File: src/rtl/hash_table_arbiter.sv
// Two-port round-robin front end for probing_mem: accepts one command at a time, issues it
// with a single go pulse, waits a bounded time for a result code and returns a tagged response.
module hash_table_arbiter #(
  parameter int KEY_W   = 4,
  parameter int VAL_W   = 4,
  parameter int TIMEOUT = 15
) (
  input  logic             clk,
  input  logic             rst,
  input  logic             a_valid,
  output logic             a_ready,
  input  logic [1:0]       a_cmd,
  input  logic [KEY_W-1:0] a_key,
  input  logic [VAL_W-1:0] a_val,
  input  logic             b_valid,
  output logic             b_ready,
  input  logic [1:0]       b_cmd,
  input  logic [KEY_W-1:0] b_key,
  input  logic [VAL_W-1:0] b_val,
  output logic [1:0]       mem_cmd,
  output logic [KEY_W-1:0] mem_key,
  output logic [VAL_W-1:0] mem_val,
  output logic             mem_go,
  input  logic [1:0]       mem_status,
  input  logic [VAL_W-1:0] mem_out,
  output logic             rsp_valid,
  output logic             rsp_id,
  output logic [1:0]       rsp_status,
  output logic [VAL_W-1:0] rsp_data,
  output logic             rsp_timeout
);

  localparam int CNT_W = $clog2(TIMEOUT + 1);
  localparam logic [CNT_W-1:0] CNT_MAX = CNT_W'(TIMEOUT);
  localparam logic [1:0] CMD_NOP = 2'b00;
  localparam logic [1:0] ST_NONE = 2'b00;
  localparam logic [1:0] ST_OK   = 2'b01;

  typedef enum logic [1:0] {
    S_IDLE,
    S_ISSUE,
    S_WAIT,
    S_RESP
  } state_t;

  state_t           state_q, state_d;
  logic             last_b_q, last_b_d;
  logic             id_q, id_d;
  logic [1:0]       cmd_q, cmd_d;
  logic [KEY_W-1:0] key_q, key_d;
  logic [VAL_W-1:0] val_q, val_d;
  logic [CNT_W-1:0] cnt_q, cnt_d;
  logic [CNT_W-1:0] cnt_inc;
  logic             rsp_id_q, rsp_id_d;
  logic [1:0]       rsp_status_q, rsp_status_d;
  logic [VAL_W-1:0] rsp_data_q, rsp_data_d;
  logic             rsp_timeout_q, rsp_timeout_d;

  logic             grant_a, grant_b;
  logic [1:0]       sel_cmd;
  logic             mem_active;

  // On a tie the port that was not granted last wins; ready is gated by reset so every
  // output is low while rst is asserted.
  always_comb begin
    grant_a = 1'b0;
    grant_b = 1'b0;
    if (state_q == S_IDLE && !rst) begin
      if (a_valid && b_valid) begin
        grant_a = last_b_q;
        grant_b = !last_b_q;
      end else begin
        grant_a = a_valid;
        grant_b = b_valid;
      end
    end
  end

  assign a_ready = grant_a;
  assign b_ready = grant_b;
  assign sel_cmd = grant_b ? b_cmd : a_cmd;

  // Saturating so the counter can never wrap past TIMEOUT.
  assign cnt_inc = (cnt_q == CNT_MAX) ? cnt_q : cnt_q + CNT_W'(1);

  always_comb begin
    state_d       = state_q;
    last_b_d      = last_b_q;
    id_d          = id_q;
    cmd_d         = cmd_q;
    key_d         = key_q;
    val_d         = val_q;
    cnt_d         = cnt_q;
    rsp_id_d      = rsp_id_q;
    rsp_status_d  = rsp_status_q;
    rsp_data_d    = rsp_data_q;
    rsp_timeout_d = rsp_timeout_q;
    case (state_q)
      S_IDLE: begin
        if (grant_a || grant_b) begin
          cmd_d    = sel_cmd;
          key_d    = grant_b ? b_key : a_key;
          val_d    = grant_b ? b_val : a_val;
          id_d     = grant_b;
          last_b_d = grant_b;
          if (sel_cmd == CMD_NOP) begin
            state_d       = S_RESP;
            rsp_id_d      = grant_b;
            rsp_status_d  = ST_OK;
            rsp_data_d    = '0;
            rsp_timeout_d = 1'b0;
          end else begin
            state_d = S_ISSUE;
          end
        end
      end
      S_ISSUE: begin
        state_d = S_WAIT;
        cnt_d   = '0;
      end
      S_WAIT: begin
        cnt_d = cnt_inc;
        // The memory only sees go at the end of ISSUE, so any code seen here is fresh.
        if (mem_status != ST_NONE) begin
          state_d       = S_RESP;
          rsp_id_d      = id_q;
          rsp_status_d  = mem_status;
          rsp_data_d    = mem_out;
          rsp_timeout_d = 1'b0;
        end else if (cnt_inc == CNT_MAX) begin
          state_d       = S_RESP;
          rsp_id_d      = id_q;
          rsp_status_d  = ST_NONE;
          rsp_data_d    = '0;
          rsp_timeout_d = 1'b1;
        end
      end
      S_RESP: begin
        state_d = S_IDLE;
      end
      default: begin
        state_d = S_IDLE;
      end
    endcase
  end

  always_ff @(posedge clk or posedge rst) begin
    if (rst) begin
      state_q       <= S_IDLE;
      last_b_q      <= 1'b1;
      id_q          <= 1'b0;
      cmd_q         <= 2'b00;
      key_q         <= '0;
      val_q         <= '0;
      cnt_q         <= '0;
      rsp_id_q      <= 1'b0;
      rsp_status_q  <= 2'b00;
      rsp_data_q    <= '0;
      rsp_timeout_q <= 1'b0;
    end else begin
      state_q       <= state_d;
      last_b_q      <= last_b_d;
      id_q          <= id_d;
      cmd_q         <= cmd_d;
      key_q         <= key_d;
      val_q         <= val_d;
      cnt_q         <= cnt_d;
      rsp_id_q      <= rsp_id_d;
      rsp_status_q  <= rsp_status_d;
      rsp_data_q    <= rsp_data_d;
      rsp_timeout_q <= rsp_timeout_d;
    end
  end

  // Memory-side payload is only presented while an operation is outstanding.
  assign mem_active = (state_q == S_ISSUE) || (state_q == S_WAIT);
  assign mem_go     = (state_q == S_ISSUE);
  assign mem_cmd    = mem_active ? cmd_q : 2'b00;
  assign mem_key    = mem_active ? key_q : '0;
  assign mem_val    = mem_active ? val_q : '0;

  assign rsp_valid   = (state_q == S_RESP);
  assign rsp_id      = rsp_id_q;
  assign rsp_status  = rsp_status_q;
  assign rsp_data    = rsp_data_q;
  assign rsp_timeout = rsp_timeout_q;

endmodule

File: config.mk
export PLATFORM = sky130hd
export DESIGN_NAME = hash_table_arbiter
export DESIGN_NICKNAME = d
export VERILOG_FILES = /design/src/rtl/hash_table_arbiter.sv
export SDC_FILE = /design/constraint.sdc
export NUM_CORES = 1
export LEC_CHECK = 0
export CORE_ASPECT_RATIO = 0.8
export CORE_MARGIN = 4
export CORE_UTILIZATION = 30
export DETAILED_ROUTE_END_ITERATION = 12
export SLEW_MARGIN = 20
export SYNTH_ARGS = -nofsm -noshare
export SYNTH_HDL_FRONTEND = slang
export SYNTH_SLANG_ARGS = --single-unit
File: constraint.sdc
create_clock -name clk -period 2.4 [get_ports clk]
set_clock_uncertainty 0.15 [all_clocks]
set_input_delay 0.36 -clock clk [delete_from_list [all_inputs] [get_ports clk]]
set_output_delay 0.36 -clock clk [all_outputs]
set_load 0.01 [all_outputs]
==> out/metrics.yaml, run 1 <==
floorplanning:
  dieArea_mm2: 0.00594
  row_count: 22
  start_util_pct: 31.1
  coreArea_mm2: 0.00460
  die_w_um: 85.2
  die_y_um: 69.7
  io_pins: 52
placed_design:
  io_buffers: 51
  dp_hpwl_mm: 2.82
  placed_cells: 259
  place_congestion: 0.742
synthesis:
  muxShareOfSynthArea_pct: 4.03
  synth_top_family_by_area: "compound AO/OA/AOI/OAI gates"
  synth_top_area_cell: "dfrtp_1"
  yosys_warnings: 0
  synthAdderAreaFrac_pct: 5.25
  avgSynthCellArea_um2: 9.85
  synth_flop_cell: "dfrtp_1"
  synthSimpleGateAreaFrac_pct: 20.1
  synth_xor_area_share_pct: 0.613
  synthDistinctLibCells: 35
  async_reset_ff_share_pct: 100
  yosysTopAreaCellShare_pct: 43.8
  netlist_top_cells_area: "dfrtp_1, nand2_1, ha_1, and2_1, a22oi_1"
  synth_edf_count: 0
  synth_nets: 181
  syn_area_mm2: 0.00143
  synth_cells: 145
  seq_area_frac_synth_pct: 45.6
  synth_seq_cells: 26
  synth_compound_area_share_pct: 20.7
final_layout:
  nets: 245
  drive_gt1_share_pct: 16.8
  final.fill_count: 439
  antenna_cells: 0
  instances_no_fill: 268
  area_growth_syn_to_layout_pct: 52.6
routing:
  vias_per_cell: 4.81
  dr.first_iter.drc_count: 81
  drt_pass1_iterations: 4
  postRouteAntennaNets: 0
  wl_per_cell_um: 14.5
  wl_mm: 3.87
  num_vias: 1288
  drc: 0
sta:
  setup_violations: 0
  fin_tns_setup_ns: 0
  worst_pin_slew_ns: 0.415
  min_period_over_period_pct: 97.1
  clock.fmax_mhz: 429
  finalMaxSlewViolations: 0
  hold-worst-slack_ns: 0.326
  min_period_ns: 2.33
  max_slew_margin_pct: 72.1
  final_hold_viol_count: 0
worst_setup_path:
  path_delay_family: "buffers and inverters"
  max_stage_delay_ns: 0.53
  critPathArrivalTime_ns: 1.82
  critPathLaunchType: "flop"
  worstSetupEndpointType: "primary output"
  required_ns: 1.89
  worst-path-max-fanout: 9
  crit_path_cell_trace: "inv_1, ha_4, buf_8, and2_1, clkdlybuf4s50_1"
  crit_buf_inv: 3
  cp_slowest_cell: "clkdlybuf4s50_1"
  path_class: "reg -> out"
clocking:
  cts_htree_levels: 1
  clk_root_buffer_cell: "clkbuf_8"
  cts-buffers-inserted: 3
  clkSinkCount: 26
  clk_pin_slew_ns: 0.09
  cts_tree: "built"
  ctsHoldBuffers: 0
  clk_latency_ns: 0.27
  ctsLongestPathBuffers: 2
pwr:
  irDropWorstVdd_mv: 0.563
  power.density_mw_per_mm2: 1190
  leakagePower_uw: 0.00103
  total_power_uw: 2600
grt:
  grt_max_degree: 27
  grt_overflow_total: 0
  grt_pass1_wl_mm: 6.43
  grt_pass1_vias: 1387
  antenna_found_initial: 0
  track_usage_pct: 13.1
status:
  outcome: "finished clean"
worst_hold_path:
  hp-class: "reg -> reg"
flow_run:
  maxCapViolCount: 0
area by class of cell:
class,instances,area [um^2],area share (%)
repair buffers,65,647,29.7
multi-input cells,106,736,33.7
clock buffers,4,45.0,2.07
well taps,60,75.1,3.44
inverters,7,26.3,1.20
flip-flops and latches,26,652,29.9
Yosys cell counts (2+ instances only):
cell type  count
nand2_1       26
and2_1        10
mux2_2         2
nand2b_1       2
a21o_1         2
dfrtp_1       25
and3_2         2
nor2_1         7
buf_2          4
o21ai_0        9
a22oi_1        8
a21oi_1        4
nand3_1        5
a22o_2         5
ha_1           6
inv_1          7
clkbuf_1       2
mux2i_1        2
layout by cell type, fill, tap and decap left out, drive strengths merged, types with 2 or more instances in the layout:
master | Yosys | routed
buf | 4 | 13
o21ai | 9 | 9
nand2 | 27 | 27
a21o | 2 | 2
nor2 | 7 | 7
clkdlybuf4s50 | 0 | 47
a21oi | 4 | 4
and3 | 3 | 3
ha | 6 | 6
mux2i | 2 | 2
and2 | 10 | 10
a22o | 5 | 5
nand2b | 2 | 2
dfrtp | 25 | 25
mux2 | 3 | 3
inv | 7 | 7
dlymetal6s2s | 0 | 3
nand3 | 5 | 5
clkbuf | 2 | 5
o211ai | 2 | 2
a22oi | 8 | 8
what timing repair did:
action	in CTS	in global routing
cloned	0	1
buffers inserted	2	2
hold endpoints to repair	0	0
resized for setup	2	6
endpoints found under the setup margin	12	11
through the flow:
step,utilization (%),instance area [um^2],setup WS [ns]
floorplan,-,1430,0.346
global placement,44.7,2050,0.0709
detailed placement,44.7,2050,0.0630
CTS,46.1,2120,0.00990
global route,47.4,2180,-0.00775
finish,47.4,2180,0.0697
path summary, 6_finish.rpt:
check                                 from         end  slack, ns  cells after the start
min in group asynchronous              rst    cmd_q[0]       0.41                      3
worst max-delay path            state_q[0]  mem_val[1]       0.07                      5
worst min-delay path              val_q[0]    val_q[0]       0.33                      2
worst min register to register    val_q[0]    val_q[0]       0.33                      2
max in group asynchronous              rst    last_b_q       1.39                      3
worst max register to register  state_q[0]      rsp_id       0.30                      6
flip-flops by register name, summed over array words and instances, names as in the netlist:
| signal | count |
|---|---|
| cmd_q | 2 |
| cnt_q | 4 |
| id_q | 1 |
| key_q | 4 |
| last_b_q | 1 |
| rsp_data | 4 |
| rsp_id | 1 |
| rsp_status | 2 |
| rsp_timeout | 1 |
| state_q | 2 |
| val_q | 4 |
kinds of logic after synthesis:
group / after synthesis
muxes: 5
adders and majority gates: 6
xor gates and xnor gates: 1
AOI/OAI and AO/OA: 37
and+or+nand+nor: 57
buffers and inverters: 13
DFF: 26
worst reg2reg max path, delay by kind of cell, from the launching register on:
kind                     cells  cell delay (ns)
AO/OA/AOI/OAI                3             0.60
flip-flops                   1             0.39
adder cells (fa/ha/maj)      1             0.39
multiplexers                 1             0.33
buffers and inverters        1             0.15
layer usage:
layer	track usage, %	vias to the layer above	wire length [um]
met1	16.5	616	1750
li1	-	630	-
met5	0	-	0
met2	22.3	37	1870
met3	2.85	5	198
met4	4.04	0	48
power by group:
group / internal [uW] / switching (uW) / leakage, uW
Combinational: 913 / 710 / 0.000676
Clock: 119 / 135 / 0.0000228
Sequential: 622 / 99.2 / 0.000328
(Power assumes the default switching activity.)
==> run 2: changes to the inputs <==
- CORE_MARGIN: 4 -> unset
- SKIP_CTS_REPAIR_TIMING: unset -> 1
==> run 2 against run 1 <==
Setup slack gained 0.036 ns. Core utilization fell by 0.37 points. Clock-buffer cell count decreased by 1. Clock power is 44% higher. Design area decreased by 1.4%. Critical path depth decreased by 1. Sequential power is 1% higher. Highest routed layer unchanged. Maximum frequency grew 1.6%.
==> out/metrics.yaml, run 2 (synthesis results as in run 1) <==
placed_design:
  placed_cells: 259
  dp_hpwl_mm: 2.85
  placed_cell_area_mm2: 0.00205
  post-place-ws_ns: 0.0775
  place_congestion: 0.729
  io_buffers: 51
grt:
  grt_max_degree: 18
  grt_pass1_wl_mm: 5.89
  grt_pass1_vias: 1298
  track_usage_pct: 15.2
  antenna_found_initial: 0
  grt_overflow_total: 0
floorplanning:
  die_w_um: 79.2
  die_y_um: 63.7
  row_count: 22
  coreArea_mm2: 0.00457
  start_util_pct: 31.3
  dieArea_mm2: 0.00504
  io_pins: 52
sta:
  hold-worst-slack_ns: 0.329
  max_slew_margin_pct: 74.8
  fin_ws_ns: 0.106
  min_period_ns: 2.29
  final_hold_viol_count: 0
  worst_pin_slew_ns: 0.374
  min_period_over_period_pct: 95.6
  clock.fmax_mhz: 436
  finalMaxSlewViolations: 0
  rsz0062_at_grt: "no"
  setup_violations: 0
status:
  outcome: "finished clean"
routing:
  drt_pass1_iterations: 4
  vias_per_cell: 4.85
  wl_mm: 3.69
  dr.first_iter.drc_count: 31
  num_vias: 1280
  wl_per_cell_um: 14.0
  postRouteAntennaNets: 0
  drc: 0
clocking:
  clk_root_buffer_cell: "clkbuf_8"
  clk_latency_ns: 0.27
  clk_pin_slew_ns: 0.09
  ctsLongestPathBuffers: 2
  cts-buffers-inserted: 3
  cts_htree_levels: 1
  cts_tree: "built"
  clkSinkCount: 26
pwr:
  irDropWorstVdd_mv: 0.506
  leakagePower_uw: 0.000991
  power.density_mw_per_mm2: 1180
flow_run:
  maxCapViolCount: 0
worst_setup_path:
  required_ns: 1.89
  worstSetupEndpointType: "primary output"
  critPathArrivalTime_ns: 1.78
  path_class: "reg -> out"
  critPathLaunchType: "flop"
  worst-path-max-fanout: 11
final_layout:
  area_growth_syn_to_layout_pct: 50.5
  mostFrequentLayoutCell: "clkdlybuf4s50_1"
  nets: 241
  drive_gt1_share_pct: 16.7
  final_cell_mix: "clkdlybuf4s50_1, nand2_1, dfrtp_1"
  instances_no_fill: 264
  final_area_mm2: 0.00215
  antenna_cells: 0
  post-route-util_pct: 47.1
worst_hold_path:
  hp-class: "reg -> reg"
[run 2: cell count changes in the layout (fill, tap and decap cells not counted)]
cell,before,now
buf_4,12,10
inv_1,7,5
clkbuf_16,1,0
dlygate4sd2_1,1,0
clkdlybuf4s50_1,47,49
inv_2,0,2
dlymetal6s2s_1,3,2
buf_8,1,0
bufinv_16,0,1
clkbuf_1,1,0
[run 2: where the power goes]
part	total, uW	leakage (uW)	switching, uW	internal [uW]
logic	1440	0.000627	658	786
clock network	365	0.0000357	142	223
registers	731	0.000328	109	622
total	2540	0.000991	909	1630
[run 2: layer usage]
layer	up-vias	track usage, %	part of all wire [%]
met4	0	4.09	0.49
met3	2	3.91	3.5
met1	629	19.1	46
li1	624	-	-
met5	-	0	0
met2	25	25.8	50
[run 2: worst paths after layout]
check | from | endpoint | slack (ns) | cells past startpoint
max in group asynchronous | rst | last_b_q | 1.44 | 3
min in group asynchronous | rst | state_q[0] | 0.36 | 3
max | state_q[1] | mem_key[2] | 0.11 | 4
max reg2reg | state_q[1] | rsp_id | 0.34 | 7
min reg2reg | key_q[1] | key_q[1] | 0.33 | 2
min | key_q[1] | key_q[1] | 0.33 | 2
[run 2: stage by stage]
step                      total power [uW]  TNS, ns
after detailed placement              2130        0
after floorplan                       1520        0
after CTS                             2510    -1.08
after global routing                  2710        0
after global placement                2100        0
final                                 2540        0
[run 2: cell type report]
class / instances / area (um^2)
fill: 456 / 2420
multi-input combinational: 106 / 736
sequential: 26 / 652
timing repair buffer: 61 / 591
tap: 60 / 75.1
clock buffer: 3 / 41.3
clock inverter: 1 / 30.0
inverter: 7 / 26.3
[run 2: worst max-delay path, stage by stage (launching register included)]
cell,delay [ns]
dfrtp_1,0.42
inv_2,0.08
ha_4,0.33
and2_1,0.15
clkdlybuf4s50_1,0.53
==> run 3: changes to the inputs <==
- CORE_ASPECT_RATIO: 0.8 -> 0.75
- CORE_UTILIZATION: 30 -> 44
- PLACE_DENSITY: unset -> 0.79
==> run 3 against run 2 <==
Hold slack got worse by 0.0069 ns. Sequential share of layout area increased by 0.34 points. Die area decreased by 31%. Final cell count decreased by 7.6%. Sequential power about the same. Highest routed layer unchanged. Clock power decreased by 22%. Maximum frequency increased by 0.19%. Setup slack improved by 0.0044 ns. Critical path depth unchanged. Sequential cell count unchanged.
==> out/metrics.yaml, run 3 (synthesis results as in run 1) <==
floorplanning:
  dieArea_mm2: 0.00348
  die_y_um: 51.4
  io_pins: 52
  start_util_pct: 47.3
  coreArea_mm2: 0.00302
  row_count: 17
  die_w_um: 67.8
sta:
  finalMaxSlewViolations: 0
  worst_pin_slew_ns: 0.505
  rsz0062_at_grt: "no"
  setup_violations: 0
  max_slew_margin_pct: 66.3
  min_period_over_period_pct: 95.4
  min_period_ns: 2.29
  final_hold_viol_count: 0
  clock.fmax_mhz: 437
  hold-worst-slack_ns: 0.322
final_layout:
  final_cell_mix: "clkdlybuf4s50_1, nand2_1, dfrtp_1"
  mostFrequentLayoutCell: "clkdlybuf4s50_1"
  final_area_mm2: 0.00213
  nets: 243
  drive_gt1_share_pct: 18.0
  final.fill_count: 224
  area_growth_syn_to_layout_pct: 48.9
  antenna_cells: 0
routing:
  wl_per_cell_um: 15.5
  dr.first_iter.drc_count: 103
  num_vias: 1291
  drt_pass1_iterations: 4
  wl_mm: 3.77
  vias_per_cell: 5.29
  postRouteAntennaNets: 0
  drc: 0
clocking:
  cts_htree_levels: 1
  ctsLongestPathBuffers: 2
  cts-buffers-inserted: 3
  cts_tree: "built"
  clk_pin_slew_ns: 0.09
  clk_root_buffer_cell: "clkbuf_8"
  clkSinkCount: 26
  clk_latency_ns: 0.28
pwr:
  leakagePower_uw: 0.000993
  total_power_uw: 2510
  p_clk_share_pct: 11.4
  irDropWorstVdd_mv: 0.599
  power.internal_uw: 1580
  netSwitchingPower_uw: 928
  power.density_mw_per_mm2: 1180
  switching_share_pct: 37.0
  power_frac_comb_pct: 59.5
  seq_power_share_pct: 29.1
flow_run:
  maxCapViolCount: 0
worst_setup_path:
  crit_buf_inv: 2
  path_delay_family: "buffers and inverters"
  critPathArrivalTime_ns: 1.78
  max_stage_delay_ns: 0.54
  required_ns: 1.89
  path_class: "reg -> out"
  worstSetupEndpointType: "primary output"
  cp_slowest_cell: "clkdlybuf4s50_1"
  worst-path-max-fanout: 11
  critPathLaunchType: "flop"
  crit_path_cell_trace: "inv_2, ha_4, and2_1, clkdlybuf4s50_1"
placed_design:
  placed_cell_area_mm2: 0.00203
  io_buffers: 51
  dp_hpwl_mm: 2.87
  place_congestion: 0.901
grt:
  antenna_found_initial: 0
  grt_overflow_total: 0
  grt_max_degree: 18
  grt_pass1_wl_mm: 6.15
  grt_pass1_vias: 1275
  track_usage_pct: 24.4
status:
  outcome: "finished clean"
worst_hold_path:
  hp-class: "reg -> reg"
[run 3: final cells by class]
cell class | instances | area, um^2 | share of cell area [%]
multi-input cells | 106 | 741 | 34.8
flip-flops and latches | 26 | 652 | 30.6
repair buffers | 63 | 606 | 28.5
clock buffers | 4 | 55.1 | 2.59
well taps | 38 | 47.5 | 2.24
inverters | 7 | 26.3 | 1.24
[run 3: power by group through the flow]
stage	clock network (uW)	logic [uW]	registers (uW)
floorplan	0	786	733
global placement	0	1370	730
detailed placement	0	1400	737
finish	286	1490	731
global route	310	1610	753
CTS	293	1410	729
[run 3: routing by layer]
layer  vias to the layer above  wire length [um]  global-route usage, %
li1                        630                 -                      -
met1                       630              1770                   33.6
met2                        24              1810                   37.8
met3                         7               141                   5.80
met4                         0                51                   7.64
met5                         -                 0                      0
[run 3: final timing paths]
kind	startpoint	slack (ns)	endpoint	cells after the start
max reg2reg	cnt_q[0]	0.25	rsp_id	6
min	key_q[0]	0.32	key_q[0]	2
min in group asynchronous	rst	0.39	val_q[2]	2
min reg2reg	key_q[0]	0.32	key_q[0]	2
max	state_q[0]	0.11	mem_val[2]	4
max in group asynchronous	rst	1.12	state_q[1]	3
[run 3: worst reg2reg max path, cell delays in order, from the launching register on]
cell and delay, ns:
dfrtp_1 0.41, ha_1 0.28, nand2_2 0.08, o311ai_1 0.37, o221a_4 0.28, o211ai_4 0.12
mux2_4 0.33
[run 3: stage by stage]
step / cells / utilization [%] / TNS, ns / setup WS [ns]
floorplan: 145 / - / 0 / 0.346
global placement: 237 / 67.1 / 0 / 0.110
detailed placement: 237 / 67.1 / 0 / 0.0922
CTS: 241 / 68.9 / -0.902 / -0.156
global route: 244 / 70.4 / 0 / 0.0401
finish: 244 / 70.4 / 0 / 0.110
